### config.mk
export PLATFORM = sky130hd
export DESIGN_NAME = shift_unit
export DESIGN_NICKNAME = d
export VERILOG_FILES = /design/src/rtl/shift_unit.sv
export SDC_FILE = /design/constraint.sdc
export NUM_CORES = 1
export LEC_CHECK = 0
export ABC_AREA = 1
export BUFFER_PORTS_ARGS = -buffer_cell sky130_fd_sc_hd__buf_2
export CAP_MARGIN = 10
export CORE_UTILIZATION = 54
export CTS_BUF_LIST = sky130_fd_sc_hd__clkbuf_4
export DETAILED_ROUTE_END_ITERATION = 8
export GPL_TIMING_DRIVEN = 0
export HOLD_SLACK_MARGIN = 0.1
export PLACE_DENSITY = 0.91
export RECOVER_POWER = 25
export REMOVE_ABC_BUFFERS = 1
export SKIP_LAST_GASP = 1
export SYNTH_ARGS = -nofsm -noshare
export SYNTH_HDL_FRONTEND = slang
export SYNTH_SLANG_ARGS = --single-unit
### constraint.sdc
create_clock -name clk -period 1.5 [get_ports clk]
set_input_delay 0.15 -clock clk [delete_from_list [all_inputs] [get_ports clk]]
set_output_delay 0.15 -clock clk [all_outputs]
set_load 0.02 [all_outputs]
### src/rtl/shift_unit.sv
// Multi-cycle shifter: LSL/LSR/ASR/ROL, one bit position per clock, with a
// start/busy/done handshake. Reports the result, the last bit shifted out and a zero flag.
module shift_unit #(
   parameter int WIDTH = 8,
   parameter int AMT_W = 3
) (
   input  logic             clk,
   input  logic             rst_n,
   input  logic             start,
   input  logic [1:0]       mode,
   input  logic [AMT_W-1:0] amount,
   input  logic [WIDTH-1:0] din,
   output logic             busy,
   output logic             done,
   output logic [WIDTH-1:0] dout,
   output logic             carry,
   output logic             zero
);

   typedef enum logic [1:0] {
      ST_IDLE  = 2'd0,
      ST_SHIFT = 2'd1,
      ST_DONE  = 2'd2
   } state_t;

   localparam logic [1:0] MODE_LSL = 2'b00;
   localparam logic [1:0] MODE_LSR = 2'b01;
   localparam logic [1:0] MODE_ASR = 2'b10;
   localparam logic [1:0] MODE_ROL = 2'b11;

   state_t           state_q, state_d;
   logic [AMT_W-1:0] count_q, count_d;
   logic [WIDTH-1:0] dout_q,  dout_d;
   logic             carry_q, carry_d;
   logic [1:0]       mode_q,  mode_d;

   always_ff @(posedge clk) begin
      if (!rst_n) begin
         state_q <= ST_IDLE;
         count_q <= '0;
         dout_q  <= '0;
         carry_q <= 1'b0;
         mode_q  <= MODE_LSL;
      end else begin
         state_q <= state_d;
         count_q <= count_d;
         dout_q  <= dout_d;
         carry_q <= carry_d;
         mode_q  <= mode_d;
      end
   end

   // A zero-length request skips SHIFT and reports the untouched operand at once.
   always_comb begin
      state_d = state_q;
      case (state_q)
         ST_IDLE: begin
            if (start) begin
               state_d = (amount == '0) ? ST_DONE : ST_SHIFT;
            end
         end
         ST_SHIFT: begin
            if (count_q == AMT_W'(1)) begin
               state_d = ST_DONE;
            end
         end
         ST_DONE: begin
            state_d = ST_IDLE;
         end
         default: begin
            state_d = ST_IDLE;
         end
      endcase
   end

   always_comb begin
      count_d = count_q;
      dout_d  = dout_q;
      carry_d = carry_q;
      mode_d  = mode_q;
      if (state_q == ST_IDLE && start) begin
         dout_d  = din;
         mode_d  = mode;
         count_d = amount;
         carry_d = 1'b0;
      end else if (state_q == ST_SHIFT) begin
         count_d = count_q - AMT_W'(1);
         case (mode_q)
            MODE_LSL: begin
               dout_d  = {dout_q[WIDTH-2:0], 1'b0};
               carry_d = dout_q[WIDTH-1];
            end
            MODE_LSR: begin
               dout_d  = {1'b0, dout_q[WIDTH-1:1]};
               carry_d = dout_q[0];
            end
            MODE_ASR: begin
               dout_d  = {dout_q[WIDTH-1], dout_q[WIDTH-1:1]};
               carry_d = dout_q[0];
            end
            MODE_ROL: begin
               dout_d  = {dout_q[WIDTH-2:0], dout_q[WIDTH-1]};
               carry_d = dout_q[WIDTH-1];
            end
            default: begin
               dout_d  = dout_q;
               carry_d = carry_q;
            end
         endcase
      end
   end

   always_comb begin
      busy  = (state_q == ST_SHIFT) || (state_q == ST_DONE);
      done  = (state_q == ST_DONE);
      dout  = dout_q;
      carry = carry_q;
      zero  = (dout_q == '0);
   end

endmodule

# Yosys cells after proc, flatten, opt, wreduce, memory -nomap -nowiden

Cells that the tools add are included.
Widths: inputs -> output; s select.

Mux-type cells: 10
Reductions and logical operators: 12
Bitwise operators: 1
Equal/unequal tests: 9
Add/sub/neg operators: 1

Operators by type and width:

| kind                | number |
|---|---|
| $pmux 8 s4          | 1 |
| $mux 8              | 2 |
| $logic_not 8->1     | 1 |
| $eq 2x2->1 const B  | 3 |
| $mux 2              | 3 |
| $mux 3              | 2 |
| $ne 2x2->1 const B  | 3 |
| $reduce_or 2->1     | 3 |
| $eq 2x1->1 const B  | 2 |
| $logic_not 2->1     | 2 |
| $pmux 2 s2          | 1 |
| $reduce_and 2->1    | 2 |
| $eq 3x1->1 const B  | 1 |
| $logic_not 3->1     | 1 |
| $sub 3x1->3 const B | 1 |
| $pmux 1 s2          | 1 |
| $reduce_bool 2->1   | 1 |
| $logic_and 1x1->1   | 1 |
| $logic_or 1x1->1    | 1 |
| $not 1->1           | 1 |

Word-level logic and storage cells: 39
Output and inout port bits: 12
Bits in registers: 16
Bits of input ports: 16

# Logic depth before layout (Yosys ltp)

Gate-level depths: netlist of run 1.

Depth in word-level cells: 4
Gate-level depth with buffers: 9
Depth with buffers taken out: 9

# Worst setup path before layout of run 1

No wires, ideal clock.

Kind: register to output
Start: register dout_q[6], in the netlist dout[6]
End: output zero
Stages on the path, launching flop included: 4
Path slack: 144 ps
Data arrival time: 1206 ps
Buffers on the path: 0
Required time: 1350 ps
Cell sequence: dfxtp_1 > inv_1 > nand4_1 > nor4_1

Longest elaborated chain between the ends: 1

Ends and longest elaborated chain:

| what                   | RTL line | source |
|---|---|---|
| start, declared        | 33       | `logic [WIDTH-1:0] dout_q, dout_d;` |
| start signal, assigned | 47       | `dout_q <= dout_d;` |
| $logic_not 8->1        | 118      | `zero = (dout_q == '0);` |
| end, declared          | 17       | `output logic zero` |

No other way between the ends.

# Worst setup path in the final report of run 1

Start: register state_q[1]
End: register dout_q[2], in the netlist dout[2]

Longest elaborated chain between the ends: 3
Elaborated cells between the ends (all ways): 5
Those cells by class: eq/ne: 1; mux: 1; reduce/logical: 3

Ends and longest elaborated chain:

| what                                               | RTL line | source |
|---|---|---|
| start, declared                                    | 31       | `state_t state_q, state_d;` |
| start signal, assigned                             | 45       | `state_q <= state_d;` |
| $logic_not 2->1                                    | 81       | `if (state_q == ST_IDLE && start) begin` |
| $logic_and 1x1->1                                  | 81       |  |
| $mux 8 / $reduce_bool 2->1 (equally long branches) | -        |  |

Several ways; a longest one is shown, not always the timed one.
A chain may end at the register's enable or synchronous reset.

==> results of run 1 <==
[through the flow]
stage                     power [mW]  cells  hold slack (ns)  utilization, %  area (um^2)
after floorplan                0.949    159            0.248               -         1080
after global placement          1.07    213            0.412            64.1         1240
after detailed placement        1.10    213            0.436            64.1         1240
after CTS                       1.33    217            0.135            65.5         1270
after global routing            1.44    217            0.132            66.2         1280
final                           1.35    217            0.132            66.2         1280
[report_power, final]
part / internal, mW / total, mW / switching (mW)
logic: 0.198 / 0.588 / 0.389
registers: 0.479 / 0.526 / 0.0476
clock network: 0.0968 / 0.240 / 0.143
[registers in the layout (all words and copies together) (netlist names)]
signal	cells
state_q	2
mode_q	2
carry	1
count_q	3
dout	8
[placed cells by master, fill, tap and decap left out, drive strengths merged]
cell / count
ha: 9
nand4: 1
nor2: 4
buf: 20
inv: 30
clkinv: 3
nand2: 51
a21oi: 15
dfxtp: 16
nor3: 1
o211ai: 2
clkbuf: 10
nor4: 1
o21ai: 12
nand3: 12
or2: 2
and3: 1
[per-layer routing]
layer / global-route usage, % / share of wire, % / vias to the layer above
li1: - / - / 565
met1: 29.3 / 43 / 505
met2: 43.0 / 49 / 50
met3: 4.23 / 6.8 / 6
met4: 7.43 / 1.1 / 0
met5: 0 / 0 / -
[how the worst max path moves through the flow]
stage	slack [ns]	depth (start not counted)	end	startpoint
3_3_place_gp	0.12	9	count_q[0]	state_q[0]
2_1_floorplan	0.14	3	zero	dout[6]
6_report	0.11	8	dout[2]	state_q[1]
5_1_grt	0.003	9	dout[0]	state_q[1]
3_5_place_dp	0.09	7	dout[2]	state_q[0]
4_1_cts	0.06	7	dout[2]	state_q[0]
[cell families (layout without fill, tap and decap cells)]
group	after synthesis	count (layout)	share of synthesized area [%]
AO/OA/AOI/OAI	29	29	16.3
buffers and inverters	35	63	14.6
flip-flops	16	16	28.9
adder cells (fa/ha/maj)	9	9	10.2
AND/OR/NAND/NOR	73	73	30.1
[cell type report]
cell class / count / area (um^2) / area share (%)
Multi-Input combinational cell: 111 / 648 / 50.4
Sequential cell: 16 / 320 / 24.9
Inverter: 32 / 130 / 10.1
Timing Repair Buffer: 27 / 126 / 9.83
Tap cell: 27 / 33.8 / 2.63
Clock buffer: 3 / 22.5 / 1.75
Clock inverter: 1 / 3.75 / 0.292
[worst max-delay path, cell delays in order (launching register included)]
cell	delay, ns
dfxtp_1	0.34
inv_1	0.12
ha_2	0.27
nand2_8	0.13
inv_6	0.15
nand2_1	0.06
o21ai_0	0.07
inv_1	0.05
a21oi_1	0.13
==> run_results.csv, run 1 <==
group,metric,value,unit
floorplan,die_area,2240,um^2
hold_path,hp-start,"mode[1]",
hold_path,holdPathStages,3,
cts,clk_path_buf_depth,2,
timing,report.final.slew_viol_count,0,
detailed_routing,ant_nets,0,
placement,globalplace.congestion,0.864,
synth,synth.most_common_cell,"nand2_1",
setup_path,r2r_cells,8,
timing,fin_skew,0.00790,ns
synth,synthDistinctLibCells,27,
floorplan,pin_count,28,
synth,async_reset_ff_share,0,%
floorplan,start_util,57.0,%
global_route,grt_usage,24.2,%
cts,clk_pin_slew,0.10,ns
detailed_routing,wl,2510,um
global_route,first_global_vias,968,
outcome,status,"completed",
floorplan,die_w,47.3,um
detailed_routing,viasPerCell,5.19,
placement,hpwl,1870,um
synth,yosys-top-cells-area,"dfxtp_1 29%, nand2_1 16%, ha_1 10%",
synth,synth_top_flop_cell,"dfxtp_1",
setup_path,critPathCaptureType,"register",
cells_and_area,diodes,0,
detailed_routing,vias,1126,
setup_path,critPathMaxFanout,13,
floorplan,die_y,47.3,um
timing,rsz0062_at_grt,"false",
synth,synth_top_area_cell,"dfxtp_1",
pwr,ir_drop,0.000663,V
detailed_routing,routedWlPerCell,11.5,um
detailed_routing,drc,0,
pwr,powerDensity,1050,nW/um^2
setup_path,rrSetupSlack,0.11,ns
synth,syn_area,1110,um^2
cells_and_area,nNetsFinal,216,
hold_path,whs_endpoint,"mode_q[1]",
timing,tightest_slew,0.251,ns
timing,setup_slack,0.111,ns
synth,netlist_top_cells_count,"46 x nand2_1, 21 x inv_1, 16 x dfxtp_1",
synth,avgSynthCellArea,6.84,um^2
cells_and_area,num-fill-cells,181,
cts,postCtsHoldBufs,0,
synth,synthCells,162,
cells_and_area,layout-drive-gt1-share,25.3,%
synth,synth_top_area_share,28.9,%
placement,portBuffers,27,
timing,final_hold_viol_count,0,
setup_path,critical_path_class,"register to register",
timing,slew-limit-headroom,83.3,%
synth,synth_edf_count,0,
setup_path,r2r-end,"dout[2]",
global_route,grt_pass1_wl,3850,um
placement,preCtsSetupSlack,0.0910,ns
cts,ctsResizeCount,0,
timing,fin_tns_setup,0,ns
global_route,globalRouteOverflowTotal,0,
floorplan,coreArea,1940,um^2
flow_run,maxCapViolCount,0,
cells_and_area,area_growth_syn_to_layout,16.0,%
cts,cts-root-buf,"clkbuf_4",
timing,finalSetupViolCount,0,
synth,yosys_warnings,0,
timing,finalCritPeriodShare,92.6,%
detailed_routing,drt_first_pass_iters,4,
setup_path,arrival,1.62,ns
floorplan,num_rows,16,
setup_path,r2r-start,"state_q[1]",
synth,ys_seq_elements,16,
synth,ys_seq_area_share,28.9,%
cts,cts.sinks,16,
hold_path,hp-class,"input pin to register",
timing,fin_crit,1.39,ns
cts,post_cts.repair.setup_buffers,0,
global_route,grt_max_degree,14,
setup_path,cp.required,1.73,ns
timing,fmax,720,MHz
cts,cts_made_buffers,3,
cts,htreeDepth,1,
cts,clock_latency,0.29,ns
pwr,p_leak,0.623,nW
detailed_routing,drt_iter0_drc,30,
global_route,antenna_found_initial,0,
setup_path,crit_path_start_kind,"register",
cts,cts_tree,"built",
Note: power is estimated with default switching activity, not from simulation.
==> inputs of run 2 (changes only) <==
Settings changed: CORE_UTILIZATION 54 to 58, CTS_BUF_LIST sky130_fd_sc_hd__clkbuf_4 to sky130_fd_sc_hd__clkbuf_2, CTS_CLUSTER_SIZE set to 20, PLACE_DENSITY 0.91 to 0.95.
Clock period 1.5 ns to 1.7 ns, I/O delays scaled along.
==> run 2 against run 1 <==
Net effect:
- via count shrank 1.9%
- die area shrank 6.6%
- clock skew grew 0.0088 ns
- fmax shrank 8.2%
- combinational power shrank 15%
- hold slack gained 0.024 ns
- global-route usage grew 1.7 points
- critical endpoint is now dout[0]
- largest cell class unchanged
==> run_results.csv, run 2 (synthesis gave the netlist of run 1 again) <==
group,metric,value,unit
timing,slew-limit-headroom,81.8,%
global_route,first_global_vias,955,
cells_and_area,layout-drive-gt1-share,24.3,%
cells_and_area,fin_util,70.8,%
global_route,grt_pass1_wl,3890,um
cts,clock_latency,0.29,ns
cts,cts.sinks,16,
detailed_routing,vias,1105,
global_route,grt_max_degree,14,
detailed_routing,ant_nets,0,
global_route,antenna_found_initial,0,
timing,rsz0062_at_grt,"false",
pwr,p_leak,0.623,nW
pwr,power,1.12,mW
timing,fmax,661,MHz
setup_path,rrSetupSlack,0.19,ns
timing,report.final.slew_viol_count,0,
timing,finalCritPeriodShare,89.0,%
cts,htreeDepth,1,
setup_path,cp.required,1.91,ns
floorplan,die_w,45.7,um
pwr,powerDensity,897,nW/um^2
timing,finalSetupViolCount,0,
cts,post_cts.repair.setup_buffers,0,
global_route,globalRouteOverflowTotal,0,
floorplan,pin_count,28,
timing,fin_skew,0.0167,ns
cts,ctsResizeCount,0,
detailed_routing,drt_first_pass_iters,6,
cells_and_area,diodes,0,
placement,globalplace.congestion,0.878,
cells_and_area,stdcell_area,1250,um^2
floorplan,start_util,62.8,%
detailed_routing,routedWlPerCell,11.4,um
cells_and_area,area_growth_syn_to_layout,12.8,%
cells_and_area,nNetsFinal,216,
cells_and_area,final_common_cell,"nand2_1",
cells_and_area,final_cell_mix,"46 x nand2_1, 21 x inv_1, 20 x buf_2, 16 x dfxtp_1, 12 x nand3_1",
cts,cts-root-buf,"clkbuf_2",
cts,clk_path_buf_depth,2,
setup_path,critPathMaxFanout,13,
flow_run,maxCapViolCount,0,
setup_path,arrival,1.73,ns
timing,tightest_slew,0.273,ns
floorplan,die_area,2090,um^2
detailed_routing,wl,2440,um
timing,fin_crit,1.51,ns
setup_path,critical_path_class,"register to register",
floorplan,die_y,45.7,um
setup_path,critPathCaptureType,"register",
placement,hpwl,1890,um
cts,cts_made_buffers,3,
setup_path,crit_path_start_kind,"register",
timing,fin_tns_setup,0,ns
outcome,status,"completed",
hold_path,hp-class,"input pin to register",
global_route,grt_usage,25.8,%
timing,final_hold_viol_count,0,
cells_and_area,largest_reg_flops,8,
detailed_routing,drt_iter0_drc,34,
detailed_routing,viasPerCell,5.16,
floorplan,num_rows,15,
placement,placed_cell_area,1240,um^2
cts,cts_tree,"built",
pwr,ir_drop,0.000656,V
cts,clk_pin_slew,0.15,ns
floorplan,coreArea,1760,um^2
placement,portBuffers,27,
cts,postCtsHoldBufs,0,
detailed_routing,drc,0,
[run 2: cell types whose count changed in the layout (fill, tap and decap cells not counted), sizes merged]
| cell | delta |
|---|---|
| clkinv | -1 |
[run 2: worst paths after layout]
kind,from,end,cells after the start
setup / recovery,state_q[0],dout[0],7
hold / removal,mode[1],mode_q[1],3
setup reg to reg,state_q[0],dout[0],7
hold reg to reg,state_q[0],state_q[0],2
[run 2: power breakdown]
| part | switching (mW) | internal, mW | leakage (nW) |
|---|---|---|---|
| clock | 0.111 | 0.0481 | 0.0125 |
| combinational | 0.332 | 0.167 | 0.478 |
| sequential | 0.0406 | 0.423 | 0.132 |
| total | 0.483 | 0.637 | 0.623 |
[run 2: layout make-up]
type	count	area, um^2
flip-flops and latches	16	320
repair buffers	27	126
clock buffers	3	15.0
fillers	170	515
well taps	25	31.3
multi-input cells	111	626
inverters	32	130
[run 2: through the flow]
step	instances	worst slack (ns)	hold slack, ns
final	214	0.187	0.156
after global routing	214	0.136	0.164
after CTS	214	0.225	0.153
after detailed placement	211	0.259	0.455
after global placement	211	0.337	0.436
after floorplan	159	0.324	0.268
[run 2: metal layers]
layer / routed length, um / GRT usage [%]
met2: 1180 / 43.1
met1: 1110 / 31.1
met3: 109 / 5.16
met4: 42 / 13.5
met5: 0 / 0
[run 2: worst max-delay path, stage by stage (launching register included)]
cell	delay, ns
dfxtp_1	0.39
inv_1	0.07
ha_1	0.25
nand2_4	0.19
inv_6	0.10
nor3_1	0.20
a21oi_1	0.11
nor2_1	0.12
==> inputs of run 3 (changes only) <==
Settings changed: PLACE_DENSITY 0.95 to 0.83, REMOVE_ABC_BUFFERS 1 to unset.
Clock period 1.7 ns to 1.8 ns, I/O delays scaled along.
==> run 3 against run 2 <==
Net effect:
- cell area increased by 2.5%
- first-iteration DRC count decreased by 21%
- die area unchanged
- critical path depth is 2 higher
- sequential share of layout area shrank 0.63 points
- clock skew down 0.0063 ns
- hold slack got worse by 0.0015 ns
- sequential cell count unchanged
- sequential power down 5.4%
- core utilization is 1.8 points higher
- fmax is 4.1% higher
==> run_results.csv, run 3 (synthesis gave the netlist of run 1 again) <==
group,metric,value,unit
outcome,status,"completed",
cells_and_area,diodes,0,
global_route,antenna_found_initial,0,
flow_run,maxCapViolCount,0,
pwr,p_clk_share,14.6,%
cts,ctsResizeCount,0,
pwr,p_leak,0.639,nW
floorplan,coreArea,1760,um^2
setup_path,cp_top_family,"flip-flops",
detailed_routing,wl,2500,um
cells_and_area,multi_input_area,626,um^2
cells_and_area,area_growth_syn_to_layout,15.6,%
hold_path,holdPathStages,3,
detailed_routing,routedWlPerCell,11.5,um
setup_path,r2r-end,"dout[0]",
detailed_routing,vias,1095,
cts,htreeDepth,1,
timing,finalSetupViolCount,0,
floorplan,start_util,62.8,%
placement,hpwl,1920,um
setup_path,critical_path_class,"register to register",
detailed_routing,drt_iter0_drc,27,
timing,fin_tns_setup,0,ns
cts,cts_tree,"built",
floorplan,die_w,45.7,um
timing,fin_crit,1.45,ns
setup_path,rrSetupSlack,0.35,ns
global_route,globalRouteOverflowTotal,0,
cts,cts.sinks,16,
cells_and_area,num-fill-cells,184,
cells_and_area,largest_reg_flops,8,
timing,finalCritPeriodShare,80.7,%
timing,tightest_slew,0.299,ns
setup_path,cp.required,1.99,ns
hold_path,hp-start,"mode[1]",
cells_and_area,final_common_cell,"nand2_1",
pwr,power.internal,621,uW
pwr,share_comb_of_total_power,45.3,%
pwr,ir_drop,0.000594,V
floorplan,die_area,2090,um^2
detailed_routing,drc,0,
cells_and_area,nNetsFinal,219,
timing,report.final.slew_viol_count,0,
floorplan,num_rows,15,
detailed_routing,drt_first_pass_iters,4,
pwr,power,1.09,mW
setup_path,path_cells,"inv_1, ha_1, inv_4, nand2_4, inv_4, nand2_1, nand2_1, a21oi_1, nor2_1",
placement,globalplace.congestion,0.900,
cts,postCtsHoldBufs,0,
setup_path,critPathMaxFanout,7,
cells_and_area,instances_no_fill,217,
global_route,grt_pass1_wl,4140,um
timing,slew-limit-headroom,80.0,%
setup_path,r2r_cells,9,
pwr,powerDensity,854,nW/um^2
synth,syn_nets,187,
cts,cts_made_buffers,3,
timing,fin_skew,0.0103,ns
setup_path,worst-path-buf-inv,3,
global_route,grt_max_degree,11,
pwr,swShare,43.2,%
cts,cts-root-buf,"clkbuf_2",
placement,dp.cells,214,
timing,rsz0062_at_grt,"false",
setup_path,cpMaxStageDelayCell,"dfxtp_1",
cells_and_area,layout-drive-gt1-share,25.5,%
floorplan,die_y,45.7,um
setup_path,crit_path_start_kind,"register",
cts,clk_path_buf_depth,2,
cts,post_cts.repair.setup_buffers,0,
hold_path,hp-class,"input pin to register",
setup_path,arrival,1.64,ns
cells_and_area,seq_area,320,um^2
cts,clock_latency,0.28,ns
detailed_routing,viasPerCell,5.05,
pwr,switchingPower,472,uW
detailed_routing,ant_nets,0,
pwr,sequentialPowerShare,40.1,%
setup_path,max_stage_delay,0.34,ns
floorplan,pin_count,28,
timing,final_hold_viol_count,0,
timing,fmax,688,MHz
hold_path,whs_endpoint,"mode_q[1]",
setup_path,critPathCaptureType,"register",
placement,portBuffers,27,
setup_path,r2r-start,"state_q[1]",
cells_and_area,final_cell_mix,"46 x nand2_1, 21 x inv_1, 21 x buf_2, 16 x dfxtp_1, 12 x nand3_1",
global_route,grt_usage,27.3,%
global_route,first_global_vias,959,
cts,clk_pin_slew,0.16,ns
-- run 3: worst max-delay path by stage --
stage                    start       to  depth (start not counted)
floorplan              dout[6]     zero                          3
global placement    state_q[1]  dout[0]                          9
detailed placement  state_q[1]  dout[0]                          9
CTS                 state_q[1]  dout[0]                          9
global route        state_q[1]  dout[0]                          9
finish              state_q[1]  dout[0]                          9
-- run 3: worst register-to-register path, stage by stage, from the launching register on --
cell and delay (ns):
dfxtp_1 0.34, inv_1 0.10, ha_1 0.34, inv_4 0.11
nand2_4 0.15, inv_4 0.06, nand2_1 0.05, nand2_1 0.05
a21oi_1 0.11, nor2_1 0.05
-- run 3: metal layers --
metal / up-vias / wire (um) / GRT usage [%]
met2: 40 / 1240 / 48.6
met3: 2 / 135 / 3.57
met5: - / 0 / 0
met1: 483 / 1110 / 34.6
li1: 570 / - / -
met4: 0 / 17 / 6.47
-- run 3: final cells by class --
type | count | share of cell area, %
flip-flops and latches | 16 | 25.0
multi-input cells | 111 | 48.9
clock buffers | 3 | 1.17
repair buffers | 27 | 9.87
well taps | 25 | 2.44
inverters | 32 | 10.2
plain buffers | 3 | 2.44
-- run 3: metrics by stage --
stage	hold WS [ns]	instance area (um^2)	utilization (%)	setup WS (ns)
CTS	0.157	1290	73.0	0.348
global placement	0.444	1270	72.2	0.428
detailed placement	0.452	1270	72.2	0.391
finish	0.154	1280	72.6	0.347
global route	0.165	1280	72.6	0.204
floorplan	0.278	1110	-	0.414
-- run 3: power groups by stage --
| stage | sequential (mW) | combinational, mW | clock, mW |
|---|---|---|---|
| 4_1_cts | 0.437 | 0.500 | 0.162 |
| 2_1_floorplan | 0.464 | 0.349 | 0 |
| 5_1_grt | 0.445 | 0.550 | 0.176 |
| 3_3_place_gp | 0.442 | 0.480 | 0 |
| 6_report | 0.438 | 0.495 | 0.159 |
| 3_5_place_dp | 0.444 | 0.497 | 0 |
